File: src/rtl/sram_fifo_pkg.sv
// sram_fifo_pkg: shared sizes and types for the 1RW SRAM FIFO controller.
// Holds default geometry, pointer/data types and the port-op encoding.
package sram_fifo_pkg;

   localparam int FIFO_DEPTH = 32;
   localparam int FIFO_WIDTH = 36;
   localparam int FIFO_AW    = 5;

   typedef logic [FIFO_AW:0]      ptr_t;
   typedef logic [FIFO_WIDTH-1:0] data_t;

   typedef enum logic {
      OP_WRITE = 1'b0,
      OP_READ  = 1'b1
   } op_e;

endpackage

File: src/rtl/sram_fifo_obuf.sv
// sram_fifo_obuf: 2-entry output buffer with push/pop/cnt.
// Ports: clock, reset_n, push/push_data in, pop in, valid/data/cnt out.
module sram_fifo_obuf #(
   parameter int WIDTH = 36
) (
   input  logic             clock,
   input  logic             reset_n,
   input  logic             push,
   input  logic [WIDTH-1:0] push_data,
   input  logic             pop,
   output logic             valid,
   output logic [WIDTH-1:0] data,
   output logic [1:0]       cnt
);

   logic [WIDTH-1:0] e0;
   logic [WIDTH-1:0] e1;
   logic             pop_ok;

   assign pop_ok = pop && (cnt != 2'd0);
   assign valid  = (cnt != 2'd0);
   assign data   = e0;

   // e0 is always the head; e1 only holds data when cnt == 2.
   always_ff @(posedge clock or negedge reset_n) begin
      if (!reset_n) begin
         cnt <= 2'd0;
         e0  <= '0;
         e1  <= '0;
      end else begin
         unique case ({push, pop_ok})
            2'b10: begin
               if (cnt == 2'd0) e0 <= push_data;
               else             e1 <= push_data;
               cnt <= cnt + 2'd1;
            end
            2'b01: begin
               e0  <= e1;
               cnt <= cnt - 2'd1;
            end
            2'b11: begin
               if (cnt == 2'd2) begin
                  e0 <= e1;
                  e1 <= push_data;
               end else begin
                  e0 <= push_data;
               end
            end
            default: ;
         endcase
      end
   end

endmodule

File: src/rtl/sram_1rw_fifo_ctrl.sv
// sram_1rw_fifo_ctrl: ready/valid FIFO on one 1RW SRAM macro.
// Ports: enq_*, deq_* handshakes; sram_* macro pins; count = SRAM occupancy.
module sram_1rw_fifo_ctrl
   import sram_fifo_pkg::*;
#(
   parameter int DEPTH  = FIFO_DEPTH,
   parameter int WIDTH  = FIFO_WIDTH,
   parameter int ADDR_W = FIFO_AW
) (
   input  logic              clock,
   input  logic              reset_n,
   input  logic              enq_valid,
   output logic              enq_ready,
   input  logic [WIDTH-1:0]  enq_bits,
   output logic              deq_valid,
   input  logic              deq_ready,
   output logic [WIDTH-1:0]  deq_bits,
   output logic [ADDR_W-1:0] sram_addr,
   output logic              sram_en,
   output logic              sram_wmode,
   output logic [WIDTH-1:0]  sram_wdata,
   input  logic [WIDTH-1:0]  sram_rdata,
   output logic [ADDR_W:0]   count
);

   logic [ADDR_W:0]   wptr;
   logic [ADDR_W:0]   rptr;
   logic              inflight;
   op_e               last_op;
   logic              run;
   logic [ADDR_W-1:0] addr_q;
   logic [WIDTH-1:0]  wdata_q;
   logic [1:0]        buf_cnt;

   logic              mem_empty;
   logic              mem_full;
   logic [2:0]        occ;
   logic              rd_want;
   logic              bypass;
   logic              wr_cand;
   logic              rd_issue;
   logic              enq_fire;
   logic              wr_issue;
   logic              byp_push;
   logic              ob_push;
   logic [WIDTH-1:0]  ob_data;

   assign mem_empty = (wptr == rptr);
   assign mem_full  = (wptr[ADDR_W] != rptr[ADDR_W]) &&
                      (wptr[ADDR_W-1:0] == rptr[ADDR_W-1:0]);

   // Buffer slots already promised: held entries plus a read in flight.
   assign occ     = {1'b0, buf_cnt} + {2'b0, inflight};
   assign rd_want = run && !mem_empty && (occ < 3'd2);
   assign bypass  = run && mem_empty && !inflight && (buf_cnt < 2'd2);

   // A write only contends when it could actually go to the SRAM.
   assign wr_cand  = run && enq_valid && !mem_full && !bypass;
   assign rd_issue = rd_want && !(wr_cand && last_op == OP_READ);

   assign enq_ready = run && (bypass || (!mem_full && !rd_issue));
   assign enq_fire  = enq_valid && enq_ready;
   assign wr_issue  = enq_fire && !bypass;
   assign byp_push  = enq_fire && bypass;

   // Bypass never coincides with a capture: it needs !inflight.
   assign ob_push = byp_push || inflight;
   assign ob_data = inflight ? sram_rdata : enq_bits;

   assign count = wptr - rptr;

   always_comb begin
      sram_en    = 1'b0;
      sram_wmode = 1'b0;
      sram_addr  = addr_q;
      sram_wdata = wdata_q;
      unique case (1'b1)
         rd_issue: begin
            sram_en   = 1'b1;
            sram_addr = rptr[ADDR_W-1:0];
         end
         wr_issue: begin
            sram_en    = 1'b1;
            sram_wmode = 1'b1;
            sram_addr  = wptr[ADDR_W-1:0];
            sram_wdata = enq_bits;
         end
         default: ;
      endcase
   end

   // run holds everything off for the first cycle after reset release.
   always_ff @(posedge clock or negedge reset_n) begin
      if (!reset_n) begin
         wptr     <= '0;
         rptr     <= '0;
         inflight <= 1'b0;
         last_op  <= OP_WRITE;
         run      <= 1'b0;
         addr_q   <= '0;
         wdata_q  <= '0;
      end else begin
         run      <= 1'b1;
         inflight <= rd_issue;
         addr_q   <= sram_addr;
         wdata_q  <= sram_wdata;
         if (wr_issue) begin
            wptr    <= wptr + 1'b1;
            last_op <= OP_WRITE;
         end
         if (rd_issue) begin
            rptr    <= rptr + 1'b1;
            last_op <= OP_READ;
         end
      end
   end

   sram_fifo_obuf #(
      .WIDTH(WIDTH)
   ) u_obuf (
      .clock    (clock),
      .reset_n  (reset_n),
      .push     (ob_push),
      .push_data(ob_data),
      .pop      (deq_ready),
      .valid    (deq_valid),
      .data     (deq_bits),
      .cnt      (buf_cnt)
   );

endmodule
File: config.mk
export PLATFORM = sky130hd
export DESIGN_NAME = sram_1rw_fifo_ctrl
export DESIGN_NICKNAME = d
export VERILOG_FILES = /design/src/rtl/sram_fifo_pkg.sv /design/src/rtl/sram_fifo_obuf.sv /design/src/rtl/sram_1rw_fifo_ctrl.sv
export SDC_FILE = /design/constraint.sdc
export NUM_CORES = 1
export LEC_CHECK = 0
export BUFFER_PORTS_ARGS = -buffer_cell sky130_fd_sc_hd__buf_4
export CORE_ASPECT_RATIO = 0.6
export CORE_MARGIN = 8
export CORE_UTILIZATION = 25
export CTS_BUF_LIST = sky130_fd_sc_hd__clkbuf_16
export DETAILED_ROUTE_END_ITERATION = 12
export GPL_TIMING_DRIVEN = 0
export SLEW_MARGIN = 20
export SYNTH_ARGS = -nofsm -noshare
export SYNTH_HDL_FRONTEND = slang
export SYNTH_SLANG_ARGS = --single-unit
File: constraint.sdc
create_clock -name clock -period 2.6 [get_ports clock]
set_input_delay 0.52 -clock clock [delete_from_list [all_inputs] [get_ports clock]]
set_output_delay 0.52 -clock clock [all_outputs]
set_load 0.005 [all_outputs]
# Word-level counts from Yosys, hierarchy flattened
# Index checks and enable logic that the tools add are counted.
[word_totals] ff_bits=130 out_inout_bits=87
[op_classes] add_sub_neg=6 magnitude_cmp=2 eq_ne=10 mux=14 reduce_logical=34
[op_table] operator="36-bit 2-to-1 mux" count=6
[op_table] operator="36-bit case mux with 3 select lines" count=1
[op_table] operator="36-bit case mux with 2 select lines" count=1
[op_table] operator="1-bit logical AND" count=17
[op_table] operator="6-bit by 1-bit adder with 6-bit output, second input constant" count=2
[op_table] operator="5-bit case mux with 2 select lines" count=1
[op_table] operator="2-bit nonzero test" count=4
[op_table] operator="2-bit == test, second input constant" count=3
[op_table] operator="6-bit == test" count=1
[op_table] operator="1-bit logical NOT" count=6
[op_table] operator="6-bit subtractor" count=1
[op_table] operator="5-bit == test" count=1
[op_table] operator="1-bit 2-to-1 mux" count=4
[op_table] operator="2-bit by 1-bit != test with 1-bit output, second input constant" count=2
[op_table] operator="2-bit case mux with 2 select lines" count=1
[op_table] operator="2-bit by 1-bit adder with 3-bit output" count=1
[op_table] operator="3-bit by 2-bit less-than comparator with 1-bit output, second input constant" count=1
[op_table] operator="3-bit AND reduction" count=1
[op_table] operator="3-bit nonzero test" count=1
[op_table] operator="2-bit by 1-bit adder with 2-bit output, second input constant" count=1
[op_table] operator="2-bit by 1-bit == test with 1-bit output, second input constant" count=1
[op_table] operator="2-bit logical NOT" count=1
[op_table] operator="1-bit logical OR" count=2
[op_table] operator="2-bit less-than comparator, second input constant" count=1
[op_table] operator="other kinds (5)" count=5

# Longest topological paths before layout
# Gate-level depths: netlist (run 1).
[logic_depth] word_depth=19 mapped_depth=12 depth_no_buf=11

# Cells and area by module
# A second synthesis (run 1) with hierarchy kept.
[unflattened] cells_unflattened=544 area_unflattened_um2=6701.4
[by_module_without_submodules] mod="sram_fifo_obuf" instances=1 cells_each=303 area_each_um2=3483.3 seq_area_each_um2=1851.8
[by_module_without_submodules] mod="sram_1rw_fifo_ctrl" instances=1 cells_each=241 area_each_um2=3218.1 seq_area_each_um2=1401.3

# Worst setup path after synthesis (run 1)
# No wires, ideal clock.
[synth_timing] path_kind="reg-to-output" startpoint="reg rptr[2]" endpoint="out sram_wdata[10]" t_arrival_ns=2.207 required_time_ns=2.080 slack_ns=-0.127 stages_incl_launch_ff=8 path_buffers=1 cell_sequence="dfrtp_1 -> inv_1 -> ha_1 -> nand2_1 -> or2_4 -> a311oi_4 -> buf_6 -> mux2_2"
[synth_via] elab_chain_cells=16 word_cells_on_any_way=23
[synth_lines] item="start: declaration" line="sram_1rw_fifo_ctrl.sv:27" text="logic [ADDR_W:0] rptr;"
[synth_lines] item="start signal: assignment" line="sram_1rw_fifo_ctrl.sv:112" text="rptr <= rptr + 1'b1;"
[synth_lines] item="6-bit == test" line="sram_1rw_fifo_ctrl.sv:48" text="assign mem_empty = (wptr == rptr);"
[synth_lines] item="1-bit logical AND (3 in a row)" line="sram_1rw_fifo_ctrl.sv:55" text="assign bypass = run && mem_empty && !inflight && (buf_cnt < 2'd2);"
[synth_lines] item="1-bit logical NOT" line="sram_1rw_fifo_ctrl.sv:58, sram_1rw_fifo_ctrl.sv:63"
[synth_lines] item="1-bit logical AND" line="sram_1rw_fifo_ctrl.sv:58" text="assign wr_cand = run && enq_valid && !mem_full && !bypass;"
[synth_lines] item="1-bit logical AND" line="sram_1rw_fifo_ctrl.sv:59" text="assign rd_issue = rd_want && !(wr_cand && last_op == OP_READ);"
[synth_lines] item="1-bit logical NOT" line="sram_1rw_fifo_ctrl.sv:59"
[synth_lines] item="1-bit logical AND" line="sram_1rw_fifo_ctrl.sv:59"
[synth_lines] item="1-bit logical NOT" line="sram_1rw_fifo_ctrl.sv:61" text="assign enq_ready = run && (bypass || (!mem_full && !rd_issue));"
[synth_lines] item="1-bit logical AND" line="sram_1rw_fifo_ctrl.sv:61"
[synth_lines] item="1-bit logical OR" line="sram_1rw_fifo_ctrl.sv:61"
[synth_lines] item="1-bit logical AND" line="sram_1rw_fifo_ctrl.sv:61"
[synth_lines] item="1-bit logical AND" line="sram_1rw_fifo_ctrl.sv:62" text="assign enq_fire = enq_valid && enq_ready;"
[synth_lines] item="1-bit logical AND *" line="sram_1rw_fifo_ctrl.sv:63" text="assign wr_issue = enq_fire && !bypass;"
[synth_lines] item="36-bit 2-to-1 mux *" line="sram_1rw_fifo_ctrl.sv:77" text="unique case (1'b1)"
[synth_lines] item="end: declaration" line="sram_1rw_fifo_ctrl.sv:21" text="output logic [WIDTH-1:0] sram_wdata,"
# Every way passes the cells marked *; elsewhere a longest branch is shown, timed or not.

# Worst setup path after layout (run 1)
[layout_timing] startpoint="reg rptr[4]" endpoint="out sram_wdata[3]"
# Same word-level chain as after synthesis.

==> run summary, run 1 <==
Failing checks: negative setup slack
Vias in the first global route: 4934
PD cells: 1360 nW/um^2
GRT Util Overall: 13.2%
Hold Fails Final Rpt: 0
R2R depth: 12
Int Power: 8720 uW
Avg WL per Cell: 19.7 um
Final Instance Area: 9910 um^2
Crit path max fanout: 6
Synth Net Count: 576
# setup viols final: 45
Die ar.: 29400 um^2
Vias: 4836
Netlist cell types: 39
Placed inst area: 7690 um^2
Clk_lat worst skew: 440 ps
Maximum VDD drop: 0.612 mV
Placed cell count: 974
Core Rows: 44
Synth async-reset ratio: 100%
Io pins: 163
P_sw: 4730 uW
Layout cells sized above 1: 63.8%
Synth Cell Area: 6000 um^2
DR DRC count: 0
Crit. End Element: output port
Worst r2r src: wptr[0]
Largest net degree at the start of global routing: 77
Post-synth top cells: 130 x dfrtp_1, 108 x mux2_2, 79 x nor2_1
Placer congestion estimate: 0.757
Routed wire length: 21000 um
Worst R2R End: u_obuf.e1[8]
Combinational group share of total power: 55.0%
Min-Delay Path Class: primary input to asynchronous set/reset pin
Top post-synthesis cells by area: dfrtp_1 54%, mux2_2 20%, a221oi_1 5.3%, nor2_1 4.9%, ha_1 2.1%
Clk slew on worst S/H paths: 60 ps
Status: complete, but fails checks
Final ANT Viol Nets: 0
CTS tree: built
DP HPWL: 13200 um
Slew margin rel.: 53.9%
Initial antenna violation count: 0
Ant diodes: 0
Drt first pass iters: 4
Core Region: 23900 um^2
Switching share of power: 35.2%
Nets: 822
FF-to-FF setup slack: 30 ps
Area Overhead vs Synth: 65.2%
Port Buffers: 162
Root Buffer: clkbuf_16
Min Tclk post-route: 3180 ps
Clock share of power: 18.5%
Fin crit share: 122%
Startpoint Class: flip-flop
Most common cell in the synthesized netlist: dfrtp_1
Die Height: 136 um
Hold buffer count at cts: 0
Grt ovf: 0
Skew final: 10.1 ps
Post-synth EDFFs: 0
Sequential share of the synthesized area: 54.2%
CTS max path bufs: 2
Unrepaired setup endpoints after global routing: yes
Worst-Margin Slew: 691 ps
Synth top area share: 54.2%
Num Clock Sinks: 130
Syn Area/Cell: 12.3 um^2
Critical path class: flip-flop to output port
Vias per Instance: 4.53
First-pass GRT wire length: 29500 um
CP arrival: 2660 ps
Final Non-Filler Cells: 1068
H-tree Lvls: 4
First DRT Iteration DRCs: 199
Yosys top cell by area: dfrtp_1
Final setup margin: -577 ps
Final Slew Violations: 0
CTS Buf Count: 17
Crit path required time: 2080 ps
Utilization after layout: 41.5%
Top FF cell, synth: dfrtp_1
Cells after Synth: 489
Die X: 216 um
Fmax: 315 MHz
Yosys reg bits: 130
Starting Density: 25.1%
Reg power frac: 26.5%
Total power: 13500 uW
Max cap viols: 0
Pleak: 0.00443 uW
Syn. warnings: 0
[metal layers]
layer / vias up / share of wire (%) / track usage [%] / routed length (um)
met1: 2450 / 49 / 17.6 / 10200
met2: 125 / 44 / 19.1 / 9160
met3: 18 / 6.8 / 6.07 / 1430
met4: 0 / 1.1 / 3.29 / 221
li1: 2243 / - / - / -
met5: - / 0 / 0 / 0
[critical path, stage by stage (launching register included)]
cell and delay [ps]:
dfrtp_1 400, inv_2 60, ha_4 270, nand3_4 70, or2_4 270, a311oi_4 260
buf_12 180, buf_12 110, clkbuf_16 150, mux2_4 310, buf_6 120
[power groups by stage]
stage	sequential [uW]	combinational [uW]	clock, uW
after global routing	3670	8000	2630
after floorplan	3470	2860	0
final	3570	7400	2480
after detailed placement	3570	5110	0
after global placement	3520	5050	0
after CTS	3500	6140	2540
[logic make-up (layout without fill, tap and decap cells)]
logic type | Yosys count | after routing | share of synthesized area, %
buffers and inverters | 43 | 298 | 3.27
and+or+nand+nor | 110 | 111 | 7.67
DFF | 130 | 130 | 54.2
adders and majority gates | 11 | 11 | 2.42
AOI/OAI and AO/OA | 64 | 65 | 8.76
other | 1 | 1 | 0.0625
muxes | 113 | 113 | 21.1
xor gates and xnor gates | 17 | 17 | 2.48
[cell usage in the layout (no fill, tap or decap), types with 3 or more instances in the layout]
master      count
o21ai_0         3
dfrtp_2         8
nor2_4          3
buf_6          45
inv_1          10
mux2_2         73
nand4_1         5
buf_12         12
buf_4         180
o21ai_4         5
xnor2_1        13
a221oi_1        4
dfrtp_1       122
mux2i_1         5
buf_8           3
mux2_4         35
nor2_1         76
nand2_4         7
ha_4            7
o21ai_2         5
clkbuf_16      24
a221oi_2       31
bufinv_16       4
clkinvlp_4      3
inv_2           5
clkinv_2        3
xor2_1          4
clkinv_1        3
nand2_1         9
[through the flow]
| step | setup slack [ps] | setup TNS, ps | hold WS [ps] |
|---|---|---|---|
| global placement | -1430 | -113660 | 480 |
| CTS | -656 | -24990 | 74.2 |
| detailed placement | -1500 | -111660 | 486 |
| finish | -577 | -23110 | 43.3 |
| global route | -674 | -28880 | 99.8 |
| floorplan | 1.33 | 0 | 224 |
[worst max path at each step]
stage	startpoint	endpoint	slack, ps	cells past startpoint
after global placement	inflight	u_obuf.data[29]	-1430	9
after detailed placement	inflight	u_obuf.data[32]	-1500	9
after global routing	rptr[4]	sram_wdata[3]	-670	10
final	rptr[4]	sram_wdata[3]	-580	10
after CTS	rptr[4]	sram_wdata[4]	-660	10
after floorplan	rptr[1]	sram_wdata[10]	1	7
[layout make-up]
type	instances	area (um^2)
Fill cell	2267	14000
Sequential cell	130	3260
Multi-Input combinational cell	318	3220
Timing Repair Buffer	228	2060
Clock buffer	17	425
Tap cell	322	403
Buffer	25	313
Clock inverter	13	169
Inverter	15	56.3
[what timing repair did]
item                       4_1_cts  5_1_grt
gates resized for setup        131      141
buffers inserted                28       31
cloned                           1        8
setup endpoints to repair      157      112
pin swaps                        4       20
[registers in the layout, summed over array words and instances, names as in the netlist]
name	count
addr_q	5
inflight	1
last_op	1
rptr	6
run	1
u_obuf.cnt	2
u_obuf.data	36
u_obuf.e1	36
wdata_q	36
wptr	6
(Power assumes the default switching activity.)
==> run 2: changes to the inputs <==
Settings changed: RECOVER_POWER from default to 25.
==> run summary, run 2 (synthesis gave the netlist of run 1 again) <==
Status: complete, but fails checks
Failing checks: max-capacitance violations, max-slew violations, negative setup slack
Combinational group share of total power: 55.0%
Int Power: 8710 uW
GRT Util Overall: 13.2%
Die X: 216 um
Layout cells sized above 1: 63.8%
Die ar.: 29400 um^2
Worst slack, placed: -1500 ps
FILL cells: 2268
Crit path max fanout: 6
Unrepaired setup endpoints after global routing: yes
Routed wire length: 21000 um
Starting Density: 25.1%
Top Family by Delay on Critical Path: buffers and inverters
Min-Delay Path Class: primary input to flip-flop
Placed inst area: 7690 um^2
CTS max path bufs: 2
Die Height: 136 um
Max incr delay on CP: 400 ps
Crit path required time: 2080 ps
Final Instance Area: 9900 um^2
Root Buffer: clkbuf_16
Largest net degree at the start of global routing: 77
Avg WL per Cell: 19.6 um
Hold Fails Final Rpt: 0
Vias: 4827
Placed cell count: 974
Crit. End Element: output port
# setup viols final: 45
CTS tree: built
Area Overhead vs Synth: 65.0%
PD cells: 1360 nW/um^2
Core Region: 23900 um^2
Buffers and inverters on the worst path: 5
Grt ovf: 0
Most common cell after layout, fill and taps aside: buf_4
Final ANT Viol Nets: 0
Vias per Instance: 4.52
CP cell instances: inv_2, ha_4, nand3_4, or2_4, a311oi_4, buf_12, buf_12, clkbuf_16, mux2_4, buf_6
Min Tclk post-route: 3180 ps
Startpoint Class: flip-flop
DR DRC count: 0
Drt first pass iters: 5
Fin crit share: 122%
Seq. cell area: 3260 um^2
Switching share of power: 35.1%
Vias in the first global route: 4934
Fmax: 315 MHz
First-pass GRT wire length: 29500 um
CTS Buf Count: 17
CP most frequent cell: buf_12
Clk slew on worst S/H paths: 60 ps
Skew final: 8.66 ps
Reg power frac: 26.5%
Port Buffers: 162
Worst-Margin Slew: 2030 ps
FF-to-FF setup slack: 30 ps
Core Rows: 44
Final setup margin: -575 ps
Pleak: 0.00442 uW
H-tree Lvls: 4
First DRT Iteration DRCs: 185
Final Slew Violations: 76
P_sw: 4720 uW
CP arrival: 2660 ps
Max cap viols: 1
Nets: 822
Slew margin rel.: -35.7%
Initial antenna violation count: 0
Clk_lat worst skew: 440 ps
Footprint of the multi-input gates: 3220 um^2
Num Clock Sinks: 130
Io pins: 163
Slowest stage cell, crit path: dfrtp_1
DP HPWL: 13200 um
Hold buffer count at cts: 0
Maximum VDD drop: 0.610 mV
Critical path class: flip-flop to output port
Clock share of power: 18.4%
Final Non-Filler Cells: 1068
Ant diodes: 0
Placer congestion estimate: 0.757
Most frequent cells in the layout: 180 x buf_4, 122 x dfrtp_1, 76 x nor2_1
run 2: cell types whose count changed in the layout (fill, tap and decap cells not counted):
cell / before / now
buf_8: 3 / 2
clkbuf_2: 0 / 1
run 2: per-layer routing:
metal	GRT usage [%]	wire length, um
met4	3.29	187
met5	0	0
met1	17.6	10100
met2	19.1	9210
met3	6.07	1460
run 2: final cells by class:
class                   count  area share, %
flip-flops and latches    130           33.0
well taps                 322           4.07
plain buffers              25           3.16
clock buffers              17           4.30
clock inverters            13           1.71
multi-input cells         318           32.6
repair buffers            228           20.7
inverters                  15          0.569
run 2: power groups by stage:
stage	combinational, uW	sequential (uW)	clock [uW]
3_5_place_dp	5110	3570	0
6_report	7390	3570	2470
2_1_floorplan	2860	3470	0
3_3_place_gp	5050	3520	0
5_1_grt	8000	3670	2630
4_1_cts	6140	3500	2540
run 2: final timing paths:
kind / from / endpoint / depth (start not counted)
worst max-delay path: rptr[4] / sram_wdata[3] / 10
worst min-delay path: enq_bits[21] / wdata_q[21] / 2
worst max register to register: wptr[0] / u_obuf.e1[24] / 12
worst min register to register: wdata_q[21] / wdata_q[21] / 1
max in group asynchronous: reset_n / u_obuf.data[12] / 1
min in group asynchronous: reset_n / wdata_q[31] / 1
run 2: metrics by stage:
step	setup TNS, ps	hold slack, ps	utilization (%)	power [uW]
finish	-23030	338	41.4	13400
global placement	-113660	480	32.1	8570
global route	-28880	312	41.4	14300
detailed placement	-111660	486	32.2	8690
CTS	-24990	74.2	37.6	12200
floorplan	0	224	-	6330
run 2: timing repair:
action                     CTS  global route
setup endpoints to repair  157           112
pin swaps                    4            20
resized for setup          131           141
gates cloned                 1             8
setup buffers               28            31
==> run 3: changes to the inputs <==
Settings changed: RECOVER_POWER 25 to default.
Clock period 2.6 ns to 3.2 ns, I/O delays scaled along.
==> run summary, run 3 (synthesis gave the netlist of run 1 again) <==
CTS tree: built
Crit path required time: 2560 ps
Die ar.: 29400 um^2
Clk slew on worst S/H paths: 60 ps
H-tree Lvls: 4
Max incr delay on CP: 420 ps
Vias in the first global route: 4951
DP HPWL: 13100 um
Hold buffer count at cts: 0
Area Overhead vs Synth: 45.9%
Vias: 4605
Final ANT Viol Nets: 0
P_sw: 3320 uW
Worst slack, placed: -899 ps
Ant diodes: 0
CP cell instances: ha_4, nand3_4, or2_4, a311oi_4, buf_12, buf_12, buf_12, mux2_2, buf_4
Layout cells sized above 1: 53.2%
Final setup margin: -47.4 ps
Worst-Margin Slew: 666 ps
Utilization after layout: 36.6%
Final Slew Violations: 0
Die Height: 136 um
Die X: 216 um
Hold slack: 111 ps
Slowest stage cell, crit path: dfrtp_2
GRT Util Overall: 12.9%
Final Non-Filler Cells: 1033
Min-Delay Path Class: primary input to asynchronous set/reset pin
Clk_lat worst skew: 420 ps
PD cells: 1080 nW/um^2
Pleak: 0.00390 uW
Int Power: 6170 uW
Combinational group share of total power: 49.3%
Drt first pass iters: 4
Min Tclk post-route: 3250 ps
Slew margin rel.: 55.6%
First DRT Iteration DRCs: 160
Status: complete, but fails checks
Placer congestion estimate: 0.791
Most common cell after layout, fill and taps aside: buf_4
Critical path class: flip-flop to output port
Avg WL per Cell: 18.3 um
CTS max path bufs: 2
Largest net degree at the start of global routing: 85
# setup viols final: 17
Skew final: 9.46 ps
Maximum VDD drop: 0.468 mV
Port Buffers: 162
Switching share of power: 35.0%
Most frequent cells in the layout: 180 x buf_4, 124 x dfrtp_1, 91 x mux2_2
Startpoint Class: flip-flop
CP arrival: 2610 ps
Setup_tns: -682 ps
Hold Fails Final Rpt: 0
First-pass GRT wire length: 29100 um
CTS Buf Count: 17
Num Clock Sinks: 130
Fin crit share: 101%
Worst R2R End: u_obuf.e1[16]
Max cap viols: 0
Clock share of power: 20.9%
Crit path max fanout: 10
Core Region: 23900 um^2
R2R depth: 9
FF-to-FF setup slack: 280 ps
Unrepaired setup endpoints after global routing: yes
Routed wire length: 18900 um
Fmax: 308 MHz
Grt ovf: 0
Worst r2r src: inflight
Starting Density: 25.1%
Core Rows: 44
Crit. End Element: output port
Placed cell count: 974
Nets: 786
Vias per Instance: 4.46
Failing checks: negative setup slack
Initial antenna violation count: 0
Reg power frac: 29.8%
CP most frequent cell: buf_12
Root Buffer: clkbuf_16
Io pins: 163
DR DRC count: 0
[run 3: cell types whose count changed in the layout (fill, tap and decap cells not counted), moves of 7 or more]
cell / delta
buf_6: -34
a221oi_1: +32
a221oi_2: -31
mux2_2: +18
mux2_4: -18
clkbuf_2: +10
buf_12: -7
clkbuf_16: -7
[run 3: power groups by stage]
stage,registers [uW],clock network [uW],logic [uW]
finish,2820,1980,4680
floorplan,2810,0,2270
global route,2920,2130,5170
global placement,2850,0,4060
CTS,2820,2060,4700
detailed placement,2890,0,4100
[run 3: cell type report]
class	instances	area, um^2
flip-flops and latches	130	3260
clock buffers	17	425
multi-input cells	316	2710
inverters	15	56.3
well taps	322	403
fillers	2415	15100
clock inverters	14	166
plain buffers	26	176
repair buffers	193	1560
[run 3: worst max path at each step]
stage	startpoint	depth (start not counted)	to	slack, ps
2_1_floorplan	rptr[2]	7	sram_wdata[10]	350
3_3_place_gp	inflight	9	u_obuf.data[30]	-850
3_5_place_dp	inflight	9	u_obuf.data[30]	-900
4_1_cts	rptr[0]	9	sram_wdata[7]	-100
5_1_grt	wptr[3]	9	sram_wdata[9]	-150
6_report	rptr[0]	9	sram_wdata[19]	-50
[run 3: per-stage QoR]
stage	area, um^2	total power [uW]
3_3_place_gp	7620	6910
5_1_grt	8760	10200
6_report	8760	9490
4_1_cts	8720	9580
2_1_floorplan	6000	5080
3_5_place_dp	7650	6990
[run 3: metal layers]
metal	wire length (um)	part of all wire, %	track usage [%]	vias to the layer above
li1	-	-	-	2160
met1	8900	47	16.9	2299
met2	8260	44	19.4	133
met3	1560	8.3	5.71	13
met4	185	0.98	3.26	0
met5	0	0	0	-
[run 3: repair_timing]
action	CTS	global route
gates resized for setup	58	33
cloned	1	0
setup endpoints to repair	114	99
setup buffers	26	5
hold endpoints to repair	0	0
pin swaps	1	0
[run 3: critical path, delay by kind of cell (launching register included)]
family,cells,cell delay (ps)
AO/OA/AOI/OAI,1,240
adder cells (fa/ha/maj),1,310
buffers and inverters,4,550
flip-flops,1,420
multiplexers,1,340
AND/OR/NAND/NOR,2,330
